File: config.mk
export PLATFORM = sky130hd
export DESIGN_NAME = ifu_pipe
export DESIGN_NICKNAME = d
export VERILOG_FILES = /design/src/rtl/ifu_pipe_pkg.sv /design/src/rtl/ifu_fifo.sv /design/src/rtl/ifu_pipe.sv
export SDC_FILE = /design/constraint.sdc
export NUM_CORES = 1
export LEC_CHECK = 0
export ABC_AREA = 1
export BUFFER_PORTS_ARGS = -buffer_cell sky130_fd_sc_hd__buf_2
export CAP_MARGIN = 20
export CORE_AREA = 2 2 154 270
export CTS_CLUSTER_DIAMETER = 120
export DETAILED_ROUTE_END_ITERATION = 8
export DIE_AREA = 0 0 156 272
export SETUP_SLACK_MARGIN = 0.4
export SYNTH_ARGS = -nofsm -noshare
export SYNTH_HDL_FRONTEND = slang
export SYNTH_SLANG_ARGS = --single-unit
File: constraint.sdc
create_clock -name clk -period 8.6 [get_ports clk]
set_input_delay 1.29 -clock clk [delete_from_list [all_inputs] [get_ports clk]]
set_output_delay 1.29 -clock clk [all_outputs]
set_load 0.01 [all_outputs]
File: src/rtl/ifu_pipe_pkg.sv
// Shared core package for the instruction fetch unit.
// Holds the IFU parameter defaults, the IFQ entry type and a depth helper
// used to size the in-order request-address FIFO.
package ifu_pipe_pkg;

  localparam int unsigned IfqDepthDefault       = 4;
  localparam int unsigned MaxOutstandingDefault = 2;
  localparam logic [31:0] ResetPcDefault        = 32'h0000_0000;

  // One fetched instruction together with the address it was fetched from.
  typedef struct packed {
    logic [31:0] instr;
    logic [31:0] pc;
  } ifq_entry_t;

  // Smallest power of two that is >= n and >= 2. The FIFO pointer scheme
  // (extra wrap bit) only works for power-of-two depths of at least 2.
  function automatic int unsigned fifo_depth(int unsigned n);
    int unsigned d;
    d = 2;
    for (int i = 0; i < 31; i++) begin
      if (d < n) d = d << 1;
    end
    return d;
  endfunction

endpackage

File: src/rtl/ifu_fifo.sv
// Synchronous first-word-fall-through FIFO with a synchronous clear.
// Ports:
//   clk, rst_n      clock and synchronous active-low reset (pointers only)
//   clr             drop all entries; wins over a same-cycle write or read
//   wr_en, wr_data  push (accepted when not full, or when full and popping)
//   rd_en           pop the head (ignored while empty)
//   rd_data         current head, valid whenever empty is low
//   empty, full     status flags
//   count           number of stored entries
module ifu_fifo #(
  parameter int unsigned Width = 32,
  parameter int unsigned Depth = 4
) (
  input  logic                     clk,
  input  logic                     rst_n,
  input  logic                     clr,
  input  logic                     wr_en,
  input  logic [Width-1:0]         wr_data,
  input  logic                     rd_en,
  output logic [Width-1:0]         rd_data,
  output logic                     empty,
  output logic                     full,
  output logic [$clog2(Depth):0]   count
);

  localparam int unsigned Aw = $clog2(Depth);

  // Pointers carry one extra wrap bit so full and empty can be told apart.
  logic [Aw:0]      wptr_q, wptr_d;
  logic [Aw:0]      rptr_q, rptr_d;
  logic [Width-1:0] mem_q [Depth];
  logic             do_wr;
  logic             do_rd;

  always_comb begin
    empty   = (wptr_q == rptr_q);
    full    = (wptr_q[Aw] != rptr_q[Aw]) && (wptr_q[Aw-1:0] == rptr_q[Aw-1:0]);
    count   = wptr_q - rptr_q;
    rd_data = mem_q[rptr_q[Aw-1:0]];

    do_rd   = rd_en & ~empty & ~clr;
    do_wr   = wr_en & (~full | do_rd) & ~clr;

    wptr_d  = wptr_q;
    rptr_d  = rptr_q;
    if (clr) begin
      wptr_d = '0;
      rptr_d = '0;
    end else begin
      if (do_wr) wptr_d = wptr_q + 1'b1;
      if (do_rd) rptr_d = rptr_q + 1'b1;
    end
  end

  always_ff @(posedge clk) begin
    if (!rst_n) begin
      wptr_q <= '0;
      rptr_q <= '0;
    end else begin
      wptr_q <= wptr_d;
      rptr_q <= rptr_d;
    end
  end

  // Storage is deliberately left out of reset.
  always_ff @(posedge clk) begin
    if (do_wr) mem_q[wptr_q[Aw-1:0]] <= wr_data;
  end

endmodule

File: src/rtl/ifu_pipe.sv
// Instruction fetch unit: issues pipelined Avalon reads, queues the returned
// instructions in the IFQ and presents the head to decode.
// Ports:
//   clk, rst_n                         clock, synchronous active-low reset
//   redirect_valid, redirect_pc        flush the IFQ and restart fetch
//   instruction, instruction_pc        IFQ head (first-word-fall-through)
//   instruction_valid/_ready           head handshake towards decode
//   ibus_read, ibus_address            read request, held under waitrequest
//   ibus_waitrequest                   request not accepted this cycle
//   ibus_readdatavalid, ibus_readdata  in-order read response
module ifu_pipe
  import ifu_pipe_pkg::*;
#(
  parameter int unsigned IFQ_DEPTH       = IfqDepthDefault,
  parameter int unsigned MAX_OUTSTANDING = MaxOutstandingDefault,
  parameter logic [31:0] RESET_PC        = ResetPcDefault
) (
  input  logic        clk,
  input  logic        rst_n,
  input  logic        redirect_valid,
  input  logic [31:0] redirect_pc,
  output logic [31:0] instruction,
  output logic [31:0] instruction_pc,
  output logic        instruction_valid,
  input  logic        instruction_ready,
  output logic        ibus_read,
  output logic [31:0] ibus_address,
  input  logic        ibus_waitrequest,
  input  logic        ibus_readdatavalid,
  input  logic [31:0] ibus_readdata
);

  localparam int unsigned CntW        = $clog2(MAX_OUTSTANDING + 1);
  localparam int unsigned IfqAw       = $clog2(IFQ_DEPTH);
  localparam int unsigned PcFifoDepth = fifo_depth(MAX_OUTSTANDING);
  localparam int unsigned PcFifoAw    = $clog2(PcFifoDepth);

  logic [31:0]     pc_q, pc_d;
  logic            held_q, held_d;        // request stalled by waitrequest
  logic [CntW-1:0] out_q, out_d;          // accepted, not yet returned
  logic [CntW-1:0] drop_q, drop_d;        // responses still owed to old path
  logic            pend_q, pend_d;        // redirect waiting on a held request
  logic [31:0]     pend_pc_q, pend_pc_d;

  logic            accept;
  logic            credit_ok;
  logic [31:0]     redirect_pc_al;

  logic            ifq_wr_en;
  logic            ifq_rd_en;
  ifq_entry_t      ifq_wr_data;
  ifq_entry_t      ifq_rd_data;
  logic            ifq_empty;
  logic            ifq_full;
  logic [IfqAw:0]  ifq_count;

  logic [31:0]     pcf_head;
  logic            pcf_empty;
  logic            pcf_full;
  logic [PcFifoAw:0] pcf_count;

  // ---------------------------------------------------------------------------
  // Request side
  // ---------------------------------------------------------------------------
  always_comb begin
    redirect_pc_al = {redirect_pc[31:2], 2'b00};

    // Only issue when every in-flight response is guaranteed an IFQ slot.
    credit_ok = (32'(out_q) < MAX_OUTSTANDING) &&
                ((32'(ifq_count) + 32'(out_q)) < IFQ_DEPTH);

    ibus_read    = rst_n & (held_q | credit_ok);
    ibus_address = pc_q;
    accept       = ibus_read & ~ibus_waitrequest;
    held_d       = ibus_read & ibus_waitrequest;

    unique case ({accept, ibus_readdatavalid})
      2'b10:   out_d = out_q + 1'b1;
      2'b01:   out_d = out_q - 1'b1;
      default: out_d = out_q;
    endcase
  end

  // ---------------------------------------------------------------------------
  // PC, drop counter and pending redirect
  // ---------------------------------------------------------------------------
  always_comb begin
    pc_d      = pc_q;
    drop_d    = drop_q;
    pend_d    = pend_q;
    pend_pc_d = pend_pc_q;

    if (ibus_readdatavalid && (drop_q != '0)) drop_d = drop_q - 1'b1;

    if (accept) begin
      pc_d = pc_q + 32'd4;
      if (pend_q) begin
        // The held request belonged to the old path: retarget and owe a drop.
        pc_d   = pend_pc_q;
        pend_d = 1'b0;
        drop_d = drop_d + 1'b1;
      end
    end

    if (redirect_valid) begin
      drop_d = out_d;
      if (held_d) begin
        // Address must stay stable until accept; apply the redirect after it.
        pc_d      = pc_q;
        pend_d    = 1'b1;
        pend_pc_d = redirect_pc_al;
      end else begin
        pc_d      = redirect_pc_al;
        pend_d    = 1'b0;
      end
    end
  end

  always_ff @(posedge clk) begin
    if (!rst_n) begin
      pc_q      <= RESET_PC;
      held_q    <= 1'b0;
      out_q     <= '0;
      drop_q    <= '0;
      pend_q    <= 1'b0;
      pend_pc_q <= '0;
    end else begin
      pc_q      <= pc_d;
      held_q    <= held_d;
      out_q     <= out_d;
      drop_q    <= drop_d;
      pend_q    <= pend_d;
      pend_pc_q <= pend_pc_d;
    end
  end

  // ---------------------------------------------------------------------------
  // Request-address FIFO: pairs each in-order response with its address
  // ---------------------------------------------------------------------------
  ifu_fifo #(
    .Width (32),
    .Depth (PcFifoDepth)
  ) u_pc_fifo (
    .clk     (clk),
    .rst_n   (rst_n),
    .clr     (1'b0),
    .wr_en   (accept),
    .wr_data (pc_q),
    .rd_en   (ibus_readdatavalid),
    .rd_data (pcf_head),
    .empty   (pcf_empty),
    .full    (pcf_full),
    .count   (pcf_count)
  );

  // ---------------------------------------------------------------------------
  // Instruction fetch queue
  // ---------------------------------------------------------------------------
  always_comb begin
    ifq_wr_en         = ibus_readdatavalid & (drop_q == '0);
    ifq_wr_data.instr = ibus_readdata;
    ifq_wr_data.pc    = pcf_head;

    instruction_valid = rst_n & ~ifq_empty & ~redirect_valid;
    instruction       = ifq_rd_data.instr;
    instruction_pc    = ifq_rd_data.pc;
    ifq_rd_en         = instruction_valid & instruction_ready;
  end

  ifu_fifo #(
    .Width ($bits(ifq_entry_t)),
    .Depth (IFQ_DEPTH)
  ) u_ifq (
    .clk     (clk),
    .rst_n   (rst_n),
    .clr     (redirect_valid),
    .wr_en   (ifq_wr_en),
    .wr_data (ifq_wr_data),
    .rd_en   (ifq_rd_en),
    .rd_data (ifq_rd_data),
    .empty   (ifq_empty),
    .full    (ifq_full),
    .count   (ifq_count)
  );

  logic unused_sigs;
  assign unused_sigs = ^{redirect_pc[1:0], pcf_empty, pcf_full, pcf_count, ifq_full};

endmodule

==> results.cfg <==
[outcome]
outcome = finished clean

[sta]
max_slew_margin = 0.313
finalSetupViolations = 0
fin_crit_sh = 0.510
tightest_slew_ps = 1030
fin_skew_ps = 17.2
rsz0062_at_grt = no
hold_viol_final = 0
finalCriticalPeriod_ps = 4390
holdWs_ps = 462
finalMaxSlewViolations = 0
max_freq_ghz = 0.228
setup_ws_ps = 4210
finalSetupTns_ps = 0

[finish]
nFillCells = 3689
antenna_cells = 0
final_common_cell = edfxtp_1
drive_gt1_frac = 0.195
ff_latch_area_um2 = 10800
multi_input_area_um2 = 4600
syn2layout_area_growth_pct = 15.0
layout.nets = 1639
final_cell_mix = edfxtp_1 (308), nand2_1 (224), nor2_1 (189)

[synthesis]
synthArstFlopShare = 0
synth_area_um2 = 16000
synth_edf_count = 308
yosys_warnings = 0
synth-seq-cells = 387
yosys_most_used_dff = edfxtp_1
syn_avg_cell_area_um2 = 11.3
ys_seq_area_frac = 0.679
synth_cell_type_count = 40
synth_cells = 1418

[critical_path]
required_ps = 7310
timing.rr.end = pend_pc_q[9]
cp-start-kind = flop
ff2ff_path_depth = 15
regToRegStartpoint = u_ifq.wptr_q[0]
critPathKind = flop to output pin
path_max_fanout = 64
cp-end-kind = output pin
regToRegSetupSlack_ps = 5270
crit_arrival_ps = 3100

[floorplanning]
io_pins = 168
rows = 98
design.die.area_um2 = 42400
die_h_um = 272
die-width_um = 156
core_um2 = 40300
initial_core_util = 0.396

[clock_tree]
ctsResizeCount = 0
cts_setup_buffers = 0
clkLatencyLatePin_ps = 520
clk_pin_slew_ps = 70
cts_max_path_buffers = 3
cts_made_buffers = 36
clk_root_buffer_cell = clkbuf_16
cts_tree = done
ctsHoldBuffers = 0
clock-sinks = 387
cts_htree_levels = 2

[job]
cap_viol_max_count = 0

[placed_design]
gp_congestion = 0.877
place_ws_ps = 4310
io_buffers = 161
hpwl_um = 23200

[pwr]
seq_power_share = 0.528
peakVddDrop_mv = 0.138
p_per_area_nw_per_um2 = 224
p_leak_uw = 0.00665
combPwrFrac = 0.088
switchingPower_uw = 950
p_clk_frac = 0.384
p_total_uw = 4120
swShare = 0.231
internal_power_uw = 3170

[worst_hold_path]
hp-class = flop to flop
holdPathStages = 2
min_to = pend_pc_q[16]
hold_start = pend_pc_q[16]

[drt]
dr.pass1.iters = 5
via_per_inst = 5.21
ant_nets = 0
wire_per_inst_um = 18.2
drt_wl_total_um = 37800
drt_iter0_drc = 613
vias = 10827
drc = 0

[global_routing]
overflow = 0
antenna_found_initial = 0
grt_pass1_wl_um = 57900
grt_max_degree = 89
grt_usage = 0.176
grt_pass1_vias = 10554
-- registers in the layout, summed over array words and instances (netlist names), 3 cells and up, named ones only --
signal and flops:
u_ifq.wptr_q 3, u_pc_fifo.mem_q 60, pend_pc_q 30, u_ifq.mem_q 248, u_ifq.rptr_q 3, ibus_address 30
-- metal layers --
layer,global-route usage,share of wire
met3,0.0261,0.046
met1,0.202,0.39
met5,0,0
met2,0.328,0.53
met4,0.0688,0.035
-- cell usage after synthesis (3+ instances only) --
library cell  number  area share
nand2_4            4      0.0028
ha_1              11      0.0086
inv_1             57       0.013
nand2_2            5      0.0020
o21ai_2            5      0.0027
nand3_1           63       0.020
nor3_1             4      0.0013
o21bai_1           3      0.0014
o21ai_1            5      0.0016
xor2_1             5      0.0027
dfxtp_1           79       0.099
a21boi_0           4      0.0019
mux2_2            30       0.021
buf_2              8      0.0025
inv_2              4     0.00094
or2_2             16      0.0063
nand4_1            4      0.0016
buf_4              7      0.0033
edfxtp_1         308        0.58
o21ai_0          155       0.049
nor2_4             3      0.0021
clkbuf_1          58       0.014
a21oi_1           62       0.019
xnor2_1            8      0.0044
nand2_1          224       0.053
mux2i_1            5      0.0031
nand3b_1           4      0.0019
o22ai_1           67       0.026
nor2_1           194       0.046
-- stage by stage --
| step | area, um^2 | cells | util |
|---|---|---|---|
| after detailed placement | 17200 | 2019 | 0.426 |
| final | 18400 | 2080 | 0.455 |
| after global placement | 17200 | 2019 | 0.426 |
| after floorplan | 16000 | 1421 | - |
| after CTS | 18400 | 2080 | 0.455 |
| after global routing | 18400 | 2080 | 0.455 |
-- power groups by stage --
stage / Combinational, uW / Clock (uW) / Sequential (uW)
final: 363 / 1580 / 2180
after global routing: 403 / 1700 / 2180
after CTS: 369 / 1630 / 2180
after detailed placement: 367 / 0 / 2220
after global placement: 359 / 0 / 2210
after floorplan: 229 / 0 / 2210
-- worst max-delay path: stages (launching register included) --
cell and delay [ps]:
dfxtp_4 600, clkinv_2 730, buf_4 600, o21ai_0 300, o22ai_1 160, buf_2 170
-- final cells by class --
class                      instances  area share
sequential                       387       0.590
inverter                          62      0.0129
clock buffer                      45      0.0526
tap                              500      0.0341
clock inverter                    16      0.0104
multi-input combinational        896       0.251
timing repair buffer             174      0.0492
-- how the worst max path moves through the flow --
stage                         end      startpoint  slack (ps)
2_1_floorplan  u_ifq.mem_q[0][10]  redirect_valid        3690
3_3_place_gp   u_ifq.mem_q[3][40]           rst_n        4310
3_5_place_dp   u_ifq.mem_q[3][40]           rst_n        4310
4_1_cts        instruction_pc[11]            flop        4090
5_1_grt        instruction_pc[11]            flop        3910
6_report        instruction_pc[8]            flop        4210
-- logic make-up (layout without fill, tap and decap cells) --
kind of cell | count (synthesis) | in the layout | share of synthesized area
simple gates | 527 | 527 | 0.140
flops | 387 | 387 | 0.679
compound gates | 305 | 305 | 0.104
mux | 35 | 35 | 0.0243
fa+ha+maj | 12 | 12 | 0.00988
xor+xnor | 13 | 13 | 0.00714
buf+inv | 138 | 297 | 0.0358
other cells | 1 | 4 | 0.000235
Note: power is estimated with default switching activity, not from simulation.
